[src/rtl/mdu_seq_if.sv]
// mdu_seq_if: operand/result bundle between the EX stage and the
// multi-cycle multiply/divide sequencer.
//
// Handshake: start is honoured only while busy is low and cancel is low.
// It is a request with no ready: if the unit is busy, the request is dropped
// rather than held. done is a single-cycle pulse that qualifies hi/lo (and
// div_by_zero). busy stays high from the accepting edge until the cycle
// that shows done.
interface mdu_seq_if #(
    parameter int WIDTH = 32
);
    logic             start;
    logic [1:0]       op;
    logic [WIDTH-1:0] src_a;
    logic [WIDTH-1:0] src_b;
    logic             cancel;
    logic             hi_we;
    logic             lo_we;
    logic [WIDTH-1:0] wdata;
    logic             busy;
    logic             done;
    logic             div_by_zero;
    logic [WIDTH-1:0] hi;
    logic [WIDTH-1:0] lo;

    // Pipeline side: issues requests, observes results.
    modport master (
        output start, op, src_a, src_b, cancel, hi_we, lo_we, wdata,
        input  busy, done, div_by_zero, hi, lo
    );

    // Sequencer side.
    modport slave (
        input  start, op, src_a, src_b, cancel, hi_we, lo_we, wdata,
        output busy, done, div_by_zero, hi, lo
    );
endinterface

[src/rtl/mdu_seq.sv]
// mdu_seq: iterative multiply / restoring divide unit that owns HI/LO.
// op: 00 MULT, 01 MULTU, 10 DIV, 11 DIVU. Signed operations run on operand
// magnitudes and apply sign correction in FIXUP.
// Optional feature macro: MDU_EARLY_OUT_EN -- a multiply leaves CALC as soon
// as the remaining multiplier bits are zero (results unchanged, latency
// variable). Undefined: every multiply takes WIDTH iterations.
module mdu_seq #(
    parameter int WIDTH = 32,
    parameter int CNT_W = 6
) (
    input  logic       clk,
    input  logic       rst_n,
    mdu_seq_if.slave   bus,
    output logic [1:0] dbg_state_o
);

    localparam logic [1:0] S_IDLE  = 2'd0;
    localparam logic [1:0] S_CALC  = 2'd1;
    localparam logic [1:0] S_FIXUP = 2'd2;

    localparam logic [CNT_W-1:0] LAST_ITER = CNT_W'(WIDTH - 1);

    logic [1:0]         state_q, state_d;
    logic [CNT_W-1:0]   cnt_q, cnt_d;
    // Multiply: remaining multiplier bits (shifted right each iteration).
    // Divide: dividend shifting out at the top, quotient shifting in below.
    logic [WIDTH-1:0]   mpl_q, mpl_d;
    // Multiply: multiplicand shifted left each iteration. Divide: divisor.
    logic [2*WIDTH-1:0] mcd_q, mcd_d;
    // Multiply: running product. Divide: partial remainder in the low half.
    logic [2*WIDTH-1:0] acc_q, acc_d;
    logic               is_div_q, is_div_d;
    logic               neg_q, neg_d;
    logic               neg_rem_q, neg_rem_d;
    logic               dz_q, dz_d;
    logic [WIDTH-1:0]   hi_q, hi_d;
    logic [WIDTH-1:0]   lo_q, lo_d;
    logic               done_q, done_d;
    logic               dbz_q, dbz_d;

    logic [WIDTH-1:0]   abs_a;
    logic [WIDTH-1:0]   abs_b;
    logic [WIDTH:0]     div_shift;
    logic               div_ge;
    logic [WIDTH-1:0]   div_diff;
    logic [2*WIDTH-1:0] prod_fix;
    logic [WIDTH-1:0]   quo_fix;
    logic [WIDTH-1:0]   rem_fix;

    // Signed ops work on magnitudes; op[0]=1 means unsigned.
    assign abs_a = (!bus.op[0] && bus.src_a[WIDTH-1]) ? -bus.src_a : bus.src_a;
    assign abs_b = (!bus.op[0] && bus.src_b[WIDTH-1]) ? -bus.src_b : bus.src_b;

    // Restoring step: bring down the next dividend bit, subtract if it fits.
    // When it fits the true difference is below 2^WIDTH, so the low bits suffice.
    assign div_shift = {acc_q[WIDTH-1:0], mpl_q[WIDTH-1]};
    assign div_ge    = (div_shift >= {1'b0, mcd_q[WIDTH-1:0]});
    assign div_diff  = div_shift[WIDTH-1:0] - mcd_q[WIDTH-1:0];

    // Sign-corrected results; 0x80000000 / -1 wraps naturally here.
    assign prod_fix = neg_q     ? -acc_q            : acc_q;
    assign quo_fix  = neg_q     ? -mpl_q            : mpl_q;
    assign rem_fix  = neg_rem_q ? -acc_q[WIDTH-1:0] : acc_q[WIDTH-1:0];

    // Next-state logic: accept/latch in IDLE, iterate in CALC, write in FIXUP.
    always_comb begin
        state_d   = state_q;
        cnt_d     = cnt_q;
        mpl_d     = mpl_q;
        mcd_d     = mcd_q;
        acc_d     = acc_q;
        is_div_d  = is_div_q;
        neg_d     = neg_q;
        neg_rem_d = neg_rem_q;
        dz_d      = dz_q;
        hi_d      = hi_q;
        lo_d      = lo_q;
        done_d    = 1'b0;
        dbz_d     = 1'b0;

        case (state_q)
            S_IDLE: begin
                if (bus.hi_we) hi_d = bus.wdata;
                if (bus.lo_we) lo_d = bus.wdata;
                // cancel in IDLE suppresses a coincident start.
                if (bus.start && !bus.cancel) begin
                    is_div_d  = bus.op[1];
                    neg_d     = !bus.op[0] && (bus.src_a[WIDTH-1] ^ bus.src_b[WIDTH-1]);
                    neg_rem_d = !bus.op[0] && bus.src_a[WIDTH-1];
                    cnt_d     = '0;
                    acc_d     = '0;
                    dz_d      = 1'b0;
                    state_d   = S_CALC;
                    if (bus.op[1]) begin
                        mpl_d = abs_a;
                        mcd_d = {{WIDTH{1'b0}}, abs_b};
                        if (bus.src_b == '0) begin
                            dz_d    = 1'b1;
                            state_d = S_FIXUP;
                        end
                    end else begin
                        mpl_d = abs_b;
                        mcd_d = {{WIDTH{1'b0}}, abs_a};
`ifdef MDU_EARLY_OUT_EN
                        if (bus.src_b == '0) state_d = S_FIXUP;
`endif
                    end
                end
            end

            S_CALC: begin
                if (bus.cancel) begin
                    state_d = S_IDLE;
                end else begin
                    if (is_div_q) begin
                        if (div_ge) acc_d = {{WIDTH{1'b0}}, div_diff};
                        else        acc_d = {{WIDTH{1'b0}}, div_shift[WIDTH-1:0]};
                        mpl_d = {mpl_q[WIDTH-2:0], div_ge};
                    end else begin
                        if (mpl_q[0]) acc_d = acc_q + mcd_q;
                        mcd_d = mcd_q << 1;
                        mpl_d = mpl_q >> 1;
                    end
                    cnt_d = cnt_q + CNT_W'(1);
                    if (cnt_q == LAST_ITER) begin
                        state_d = S_FIXUP;
                    end
`ifdef MDU_EARLY_OUT_EN
                    else if (!is_div_q && ((mpl_q >> 1) == '0)) begin
                        state_d = S_FIXUP;
                    end
`endif
                end
            end

            S_FIXUP: begin
                state_d = S_IDLE;
                if (!bus.cancel) begin
                    done_d = 1'b1;
                    if (dz_q) begin
                        dbz_d = 1'b1;
                    end else if (is_div_q) begin
                        hi_d = rem_fix;
                        lo_d = quo_fix;
                    end else begin
                        hi_d = prod_fix[2*WIDTH-1:WIDTH];
                        lo_d = prod_fix[WIDTH-1:0];
                    end
                end
            end

            default: state_d = S_IDLE;
        endcase
    end

    // State and datapath registers; async reset aborts any operation.
    always_ff @(posedge clk or negedge rst_n) begin
        if (!rst_n) begin
            state_q   <= S_IDLE;
            cnt_q     <= '0;
            mpl_q     <= '0;
            mcd_q     <= '0;
            acc_q     <= '0;
            is_div_q  <= 1'b0;
            neg_q     <= 1'b0;
            neg_rem_q <= 1'b0;
            dz_q      <= 1'b0;
            hi_q      <= '0;
            lo_q      <= '0;
            done_q    <= 1'b0;
            dbz_q     <= 1'b0;
        end else begin
            state_q   <= state_d;
            cnt_q     <= cnt_d;
            mpl_q     <= mpl_d;
            mcd_q     <= mcd_d;
            acc_q     <= acc_d;
            is_div_q  <= is_div_d;
            neg_q     <= neg_d;
            neg_rem_q <= neg_rem_d;
            dz_q      <= dz_d;
            hi_q      <= hi_d;
            lo_q      <= lo_d;
            done_q    <= done_d;
            dbz_q     <= dbz_d;
        end
    end

    assign bus.busy        = (state_q != S_IDLE);
    assign bus.done        = done_q;
    assign bus.div_by_zero = dbz_q;
    assign bus.hi          = hi_q;
    assign bus.lo          = lo_q;
    assign dbg_state_o     = state_q;

endmodule
[src/flat_wrapper.sv]
// flat-port wrapper written by rule: the top's interface ports become plain ports
module mdu_seq_flat 
#(
    parameter int WIDTH = 32,
    parameter int CNT_W = 6
)
  (clk, rst_n, dbg_state_o, bus_start, bus_op, bus_src_a, bus_src_b, bus_cancel, bus_hi_we, bus_lo_we, bus_wdata, bus_busy, bus_done, bus_div_by_zero, bus_hi, bus_lo);
  mdu_seq_if #(.WIDTH(WIDTH)) bus_i ();
  input  logic clk;
  input  logic rst_n;
  output logic [1:0] dbg_state_o;
  input wire logic [$bits(bus_i.start)-1:0] bus_start;
  input wire logic [$bits(bus_i.op)-1:0] bus_op;
  input wire logic [$bits(bus_i.src_a)-1:0] bus_src_a;
  input wire logic [$bits(bus_i.src_b)-1:0] bus_src_b;
  input wire logic [$bits(bus_i.cancel)-1:0] bus_cancel;
  input wire logic [$bits(bus_i.hi_we)-1:0] bus_hi_we;
  input wire logic [$bits(bus_i.lo_we)-1:0] bus_lo_we;
  input wire logic [$bits(bus_i.wdata)-1:0] bus_wdata;
  output wire logic [$bits(bus_i.busy)-1:0] bus_busy;
  output wire logic [$bits(bus_i.done)-1:0] bus_done;
  output wire logic [$bits(bus_i.div_by_zero)-1:0] bus_div_by_zero;
  output wire logic [$bits(bus_i.hi)-1:0] bus_hi;
  output wire logic [$bits(bus_i.lo)-1:0] bus_lo;
  assign bus_i.start = bus_start;
  assign bus_i.op = bus_op;
  assign bus_i.src_a = bus_src_a;
  assign bus_i.src_b = bus_src_b;
  assign bus_i.cancel = bus_cancel;
  assign bus_i.hi_we = bus_hi_we;
  assign bus_i.lo_we = bus_lo_we;
  assign bus_i.wdata = bus_wdata;
  assign bus_busy = bus_i.busy;
  assign bus_done = bus_i.done;
  assign bus_div_by_zero = bus_i.div_by_zero;
  assign bus_hi = bus_i.hi;
  assign bus_lo = bus_i.lo;
  mdu_seq #(.WIDTH(WIDTH), .CNT_W(CNT_W)) u_core (.clk(clk), .rst_n(rst_n), .bus(bus_i), .dbg_state_o(dbg_state_o));
endmodule
[config.mk]
export PLATFORM = sky130hd
export DESIGN_NAME = mdu_seq_flat
export DESIGN_NICKNAME = d
export VERILOG_FILES = /design/src/rtl/mdu_seq_if.sv /design/src/rtl/mdu_seq.sv /design/src/flat_wrapper.sv
export SDC_FILE = /design/constraint.sdc
export NUM_CORES = 1
export LEC_CHECK = 0
export CELL_PAD_IN_SITES_DETAIL_PLACEMENT = 2
export CELL_PAD_IN_SITES_GLOBAL_PLACEMENT = 2
export CORE_MARGIN = 2
export CORE_UTILIZATION = 38
export DETAILED_ROUTE_END_ITERATION = 7
export MAX_ROUTING_LAYER = met4
export PLACE_DENSITY = 0.9
export SLEW_MARGIN = 20
export SYNTH_ARGS = -nofsm -noshare
export SYNTH_HDL_FRONTEND = slang
export SYNTH_SLANG_ARGS = --single-unit
[constraint.sdc]
create_clock -name clk -period 9.6 [get_ports clk]
set_input_delay 1.92 -clock clk [delete_from_list [all_inputs] [get_ports clk]]
set_output_delay 1.92 -clock clk [all_outputs]
set_load 0.1 [all_outputs]
### Word level (Yosys, flattened, before mapping)

Index checks and enable logic that the tools add are counted.

| operators by class | value |
|---|---|
| add/subtract/negate cells | 8 |
| order comparisons | 1 |
| equality and inequality tests | 12 |
| multiplexer cells | 47 |
| bitwise operators | 1 |
| reductions and logical operators | 18 |

Operators by type and width:

| cell | count |
|---|---|
| $mux 32 | 18 |
| $mux 64 | 8 |
| $pmux 64 s2 | 2 |
| $pmux 32 s2 | 3 |
| $neg 32->32 | 4 |
| $add 64x64->64 | 1 |
| $neg 64->64 | 1 |
| $ge 33x32->1 | 1 |
| $logic_not 32->1 | 1 |
| $sub 32x32->32 | 1 |
| $reduce_and 4->1 | 4 |
| $mux 6 | 2 |
| $ne 2x2->1 const B | 6 |
| $pmux 6 s2 | 1 |
| $mux 2 | 5 |
| $mux 1 | 7 |
| $add 6x1->6 const B | 1 |
| $eq 6x5->1 const B | 1 |
| $reduce_bool 2->1 | 3 |
| $logic_and 1x1->1 | 4 |
| $pmux 2 s2 | 1 |
| $reduce_and 2->1 | 2 |
| $ne 3x1->1 const B | 1 |
| $ne 3x2->1 const B | 1 |
| 7 further kinds | 8 |

| storage, ports and cells | value |
|---|---|
| bits in registers | 238 |
| input bits | 104 |
| output and inout port bits | 69 |
| word-level logic and storage cells | 100 |

### Longest topological paths before layout

| depth | value |
|---|---|
| depth in word-level cells | 6 |
| depth in mapped cells | 16 |

### Least setup slack after synthesis

No wires, ideal clock.

| path | value |
|---|---|
| kind | input -> register |
| from | input bus_src_b[5] |
| to | register u_core.mcd_q[27] |
| setup time | 0.078 ns |
| arrival time | 4.093 ns |
| data required time | 9.522 ns |
| setup slack | 5.429 ns |
| stages on the path | 10 |
| path buffers | 0 |
| cells stage by stage | or3_1 -> nor4b_1 -> and3_1 -> nand2_1 -> o41ai_1 -> xnor2_1 -> nor2_1 -> a211oi_1 -> a211oi_1 -> a21oi_1 |

| on the way | value |
|---|---|
| longest elaborated chain between the ends | 5 |

RTL lines:

| element | RTL line | RTL |
|---|---|---|
| start, declared | flat_wrapper.sv:15 | `input wire logic [$bits(bus_i.src_b)-1:0] bus_src_b;` |
| $neg 32->32 | mdu_seq.sv:52 | `assign abs_b = (!bus.op[0] && bus.src_b[WIDTH-1]) ? -bus.src_b : bus.src_b;` |
| $mux 32 | mdu_seq.sv:52 |  |
| $mux 32 | mdu_seq.sv:94 | `if (bus.op[1]) begin` |
| $mux 64 | mdu_seq.sv:86 | `if (bus.start && !bus.cancel) begin` |
| $pmux 64 s2 | mdu_seq.sv:81 | `case (state_q)` |
| end signal, assigned | mdu_seq.sv:176 | `mcd_q <= mcd_d;` |
| end, declared | mdu_seq.sv:29 | `logic [2*WIDTH-1:0] mcd_q, mcd_d;` |

Every way passes these cells. The select of a mux whose other input is x is not followed.
A chain may end at the register's enable or synchronous reset.

### Final worst setup path

| path | value |
|---|---|
| from | register u_core.acc_q[0] |
| to | register u_core.acc_q[58] |

| on the way | value |
|---|---|
| longest elaborated chain between the ends | 5 |

RTL lines:

| element | RTL line | RTL |
|---|---|---|
| start, declared | mdu_seq.sv:31 | `logic [2*WIDTH-1:0] acc_q, acc_d;` |
| start signal, assigned | mdu_seq.sv:163 | `acc_q <= '0;` |
| start signal, assigned | mdu_seq.sv:177 | `acc_q <= acc_d;` |
| $add 64x64->64 | mdu_seq.sv:120 | `if (mpl_q[0]) acc_d = acc_q + mcd_q;` |
| $mux 64 | mdu_seq.sv:120 |  |
| $mux 64 | mdu_seq.sv:115 | `if (is_div_q) begin` |
| $mux 64 | mdu_seq.sv:112 | `if (bus.cancel) begin` |
| $pmux 64 s2 | mdu_seq.sv:81 |  |

Every way passes these cells. The select of a mux whose other input is x is not followed.

==> results_dict.tcl <==
set metrics [dict create \
    synthTopCellsByArea "dfrtp_1 29%, a21oi_1 7.1%, xnor2_1 6.7%, ha_1 6.0%, nand2_1 5.6%" \
    synth_top_area_share_pct 28.62 \
    maxSlewViolCount 0 \
    yosysUniqueCellTypes 78 \
    syn2layout_area_growth_pct 14.84 \
    p_int_uw 3474 \
    vias_per_cell 6.174 \
    place.detailed.hpwl_um 66450 \
    drtIter0Drc 1444 \
    p_leak_uw 0.01005 \
    critPathLaunchType "flip-flop" \
    timing.setup.tns_ps 0 \
    syn-instance-count 2684 \
    io_pins 173 \
    drt-total-wl_um 87230 \
    synth_common_cells "309 x nand2_1, 297 x nor2_1, 295 x a21oi_1" \
    row_count 85 \
    portBuffers 172 \
    gp_congestion 0.8975 \
    ff_latch_area_um2 5961 \
    yosysMostFrequentCell "nand2_1" \
    fin_skew_ps 23.62 \
    worstMarginPinSlew_ps 1140 \
    max_cap_viol_count 0 \
    synth_top_flop_cell "dfrtp_1" \
    grt_overflow_total 0 \
    ys_async_sr_fraction_pct 100.0 \
    crit_path_max_fanout 9 \
    grt_pass1_vias 22948 \
    worstPathArrival_ps 5570 \
    place_inst 3398 \
    drive_gt1_share_pct 4.824 \
    clock_sinks 238 \
    rsz0062_at_grt "no" \
    grt_use_total_pct 31.27 \
    wire_per_inst_um 25.26 \
    min_period_ps 5132 \
    worstSetupPathType "flip-flop to flip-flop" \
    worstHoldPathType "flip-flop to flip-flop" \
    dr_total_vias 21318 \
    timing.fmax_mhz 194.9 \
    clk_pin_slew_worst_paths_ps 60 \
    power_density_nw_per_um2 316.5 \
    finalSetupViolCount 0 \
    nets 2941 \
    relSlewSlack_pct 23.84 \
    required_ps 10040 \
    fillCellCount 6122 \
    dr.pass1.iters 5 \
    worstSetupEndpointType "flip-flop" \
    chipWidth_um 238.0 \
    p_comb_share_pct 61.2 \
    clock_latency_ps 600 \
    antenna_found_initial 0 \
    status "completed" \
    clockRootBuffer "clkbuf_16" \
    cts_resized 0 \
    finalNonFillerCells 3453 \
    ir_drop_v 0.0001651 \
    holdBufCountCts 0 \
    cts_tree "yes" \
    seqPwrFrac_pct 23.3 \
    num_antenna_cells 0 \
    grt_first_pass_wirelength_um 137000 \
    ant_nets 0 \
    h-tree-depth 1 \
    fp.coreArea_um2 54030 \
    die_h_um 238.0 \
    cts_setup_buffers 0 \
    grt_max_degree 135 \
    setup_ws_ps 4468 \
    syn_nets 2890 \
    syn_avg_cell_area_um2 7.753 \
    p_switching_uw 4091 \
    fin_crit_sh_pct 53.46 \
    synthesis.area_um2 20810 \
    cts_buffer_depth 3 \
    dpl_worst_slack_ps 4141 \
    synth_seq_cells 238 \
    swShare_pct 54.08 \
    clkPwrFrac_pct 15.5 \
    die_area_um2 56650 \
    synth_warnings 0 \
    holdWs_ps 518.2 \
    start_util_pct 38.52 \
    hold_violations 0 \
    cts_made_buffers 31 \
    ys_seq_area_share_pct 28.62 \
    synth-edff-count 0 \
    yosysTopAreaCell "dfrtp_1" \
    multi_input_area_um2 13900 \
    drcViolationCount 0 \
]
-- per-stage QoR --
stage / util [%] / total power, µW / area [µm²]
after floorplan: - / 4835 / 20810
after global placement: 42.38 / 6036 / 22890
after detailed placement: 42.38 / 6280 / 22890
after CTS: 44.23 / 7508 / 23900
after global routing: 44.23 / 7995 / 23900
final: 44.23 / 7565 / 23900
-- registers in the layout, indices dropped and copies added, names as in the netlist --
name and cells:
u_core.cnt_q 6, u_core.dbg_state_o 2, u_core.dz_q 1, u_core.bus.div_by_zero 1
u_core.bus.done 1, u_core.mpl_q 32, u_core.is_div_q 1, u_core.neg_rem_q 1
u_core.bus.lo 32, u_core.mcd_q 64, u_core.neg_q 1, u_core.bus.hi 32
u_core.acc_q 64
-- cell usage in the layout, fill, tap and decap left out, drive strengths merged, types with 26 or more instances in the layout --
master | Yosys | layout
clkdlybuf4s50 | 0 | 170
ha | 100 | 100
o21ai | 194 | 194
mux2i | 43 | 43
nor2b | 29 | 29
nand4 | 26 | 26
nand2b | 27 | 27
a211oi | 84 | 84
a31oi | 45 | 45
nor2 | 297 | 297
nand2 | 309 | 309
buf | 33 | 27
xor2 | 109 | 109
xnor2 | 160 | 160
a22o | 38 | 38
or3 | 34 | 34
a21o | 57 | 57
clkbuf | 144 | 40
nand3 | 28 | 28
inv | 64 | 65
o31ai | 38 | 38
a21oi | 295 | 295
dfrtp | 238 | 238
nor3 | 39 | 39
-- final timing paths --
kind | startpoint | to | slack (ps) | cells after the start
min reg2reg | u_core.bus.hi[17]$_DFFE_PN0P_ | u_core.bus.hi[17]$_DFFE_PN0P_ | 520 | 1
max | u_core.acc_q[0]$_DFFE_PN0P_ | u_core.acc_q[58]$_DFFE_PN0P_ | 4470 | 15
min in group asynchronous | rst_n | u_core.bus.lo[2]$_DFFE_PN0P_ | 1340 | 1
max reg2reg | u_core.acc_q[0]$_DFFE_PN0P_ | u_core.acc_q[58]$_DFFE_PN0P_ | 4470 | 15
min | u_core.bus.hi[17]$_DFFE_PN0P_ | u_core.bus.hi[17]$_DFFE_PN0P_ | 520 | 1
max in group asynchronous | rst_n | u_core.is_div_q$_DFFE_PN0P_ | 6820 | 2
-- power by group through the flow --
stage	sequential (µW)	combinational, µW	clock (µW)
2_1_floorplan	2080	2750	0
3_3_place_gp	1730	4310	0
4_1_cts	1740	4580	1190
3_5_place_dp	1760	4520	0
6_report	1760	4630	1170
5_1_grt	1790	4970	1230
-- metal layers --
metal,GRT usage [%],share of wire [%],up-vias
li1,-,-,9706
met1,41.49,46,10955
met2,51.57,47,523
met3,2.267,3.6,134
met4,8.693,3.0,0
met5,-,0,-
-- kinds of logic after synthesis --
| group | count (synthesis) | synth area share, % |
|---|---|---|
| xor gates and xnor gates | 269 | 11.32 |
| and+or+nand+nor | 879 | 19.20 |
| AOI/OAI and AO/OA | 900 | 27.08 |
| muxes | 53 | 2.664 |
| adders and majority gates | 102 | 6.205 |
| DFF | 238 | 28.62 |
| buffers and inverters | 243 | 4.906 |
-- final cells by class --
type	count	area share, %
flip-flops and latches	238	24.94
repair buffers	197	8.042
multi-input cells	2203	58.17
inverters	64	1.005
clock inverters	15	0.6021
clock buffers	40	3.597
well taps	696	3.644
-- worst max-delay path, stage by stage (launching register included) --
cell	delay, ps
dfrtp_1	510
ha_1	280
inv_1	90
fa_1	260
nor2b_1	90
o211ai_1	160
a21boi_0	140
o41a_1	440
a211oi_1	790
o211ai_1	210
a31oi_1	350
o31ai_1	170
a221oi_1	860
o211ai_1	290
xnor2_1	220
o21ai_0	100
(Power assumes the default switching activity.)
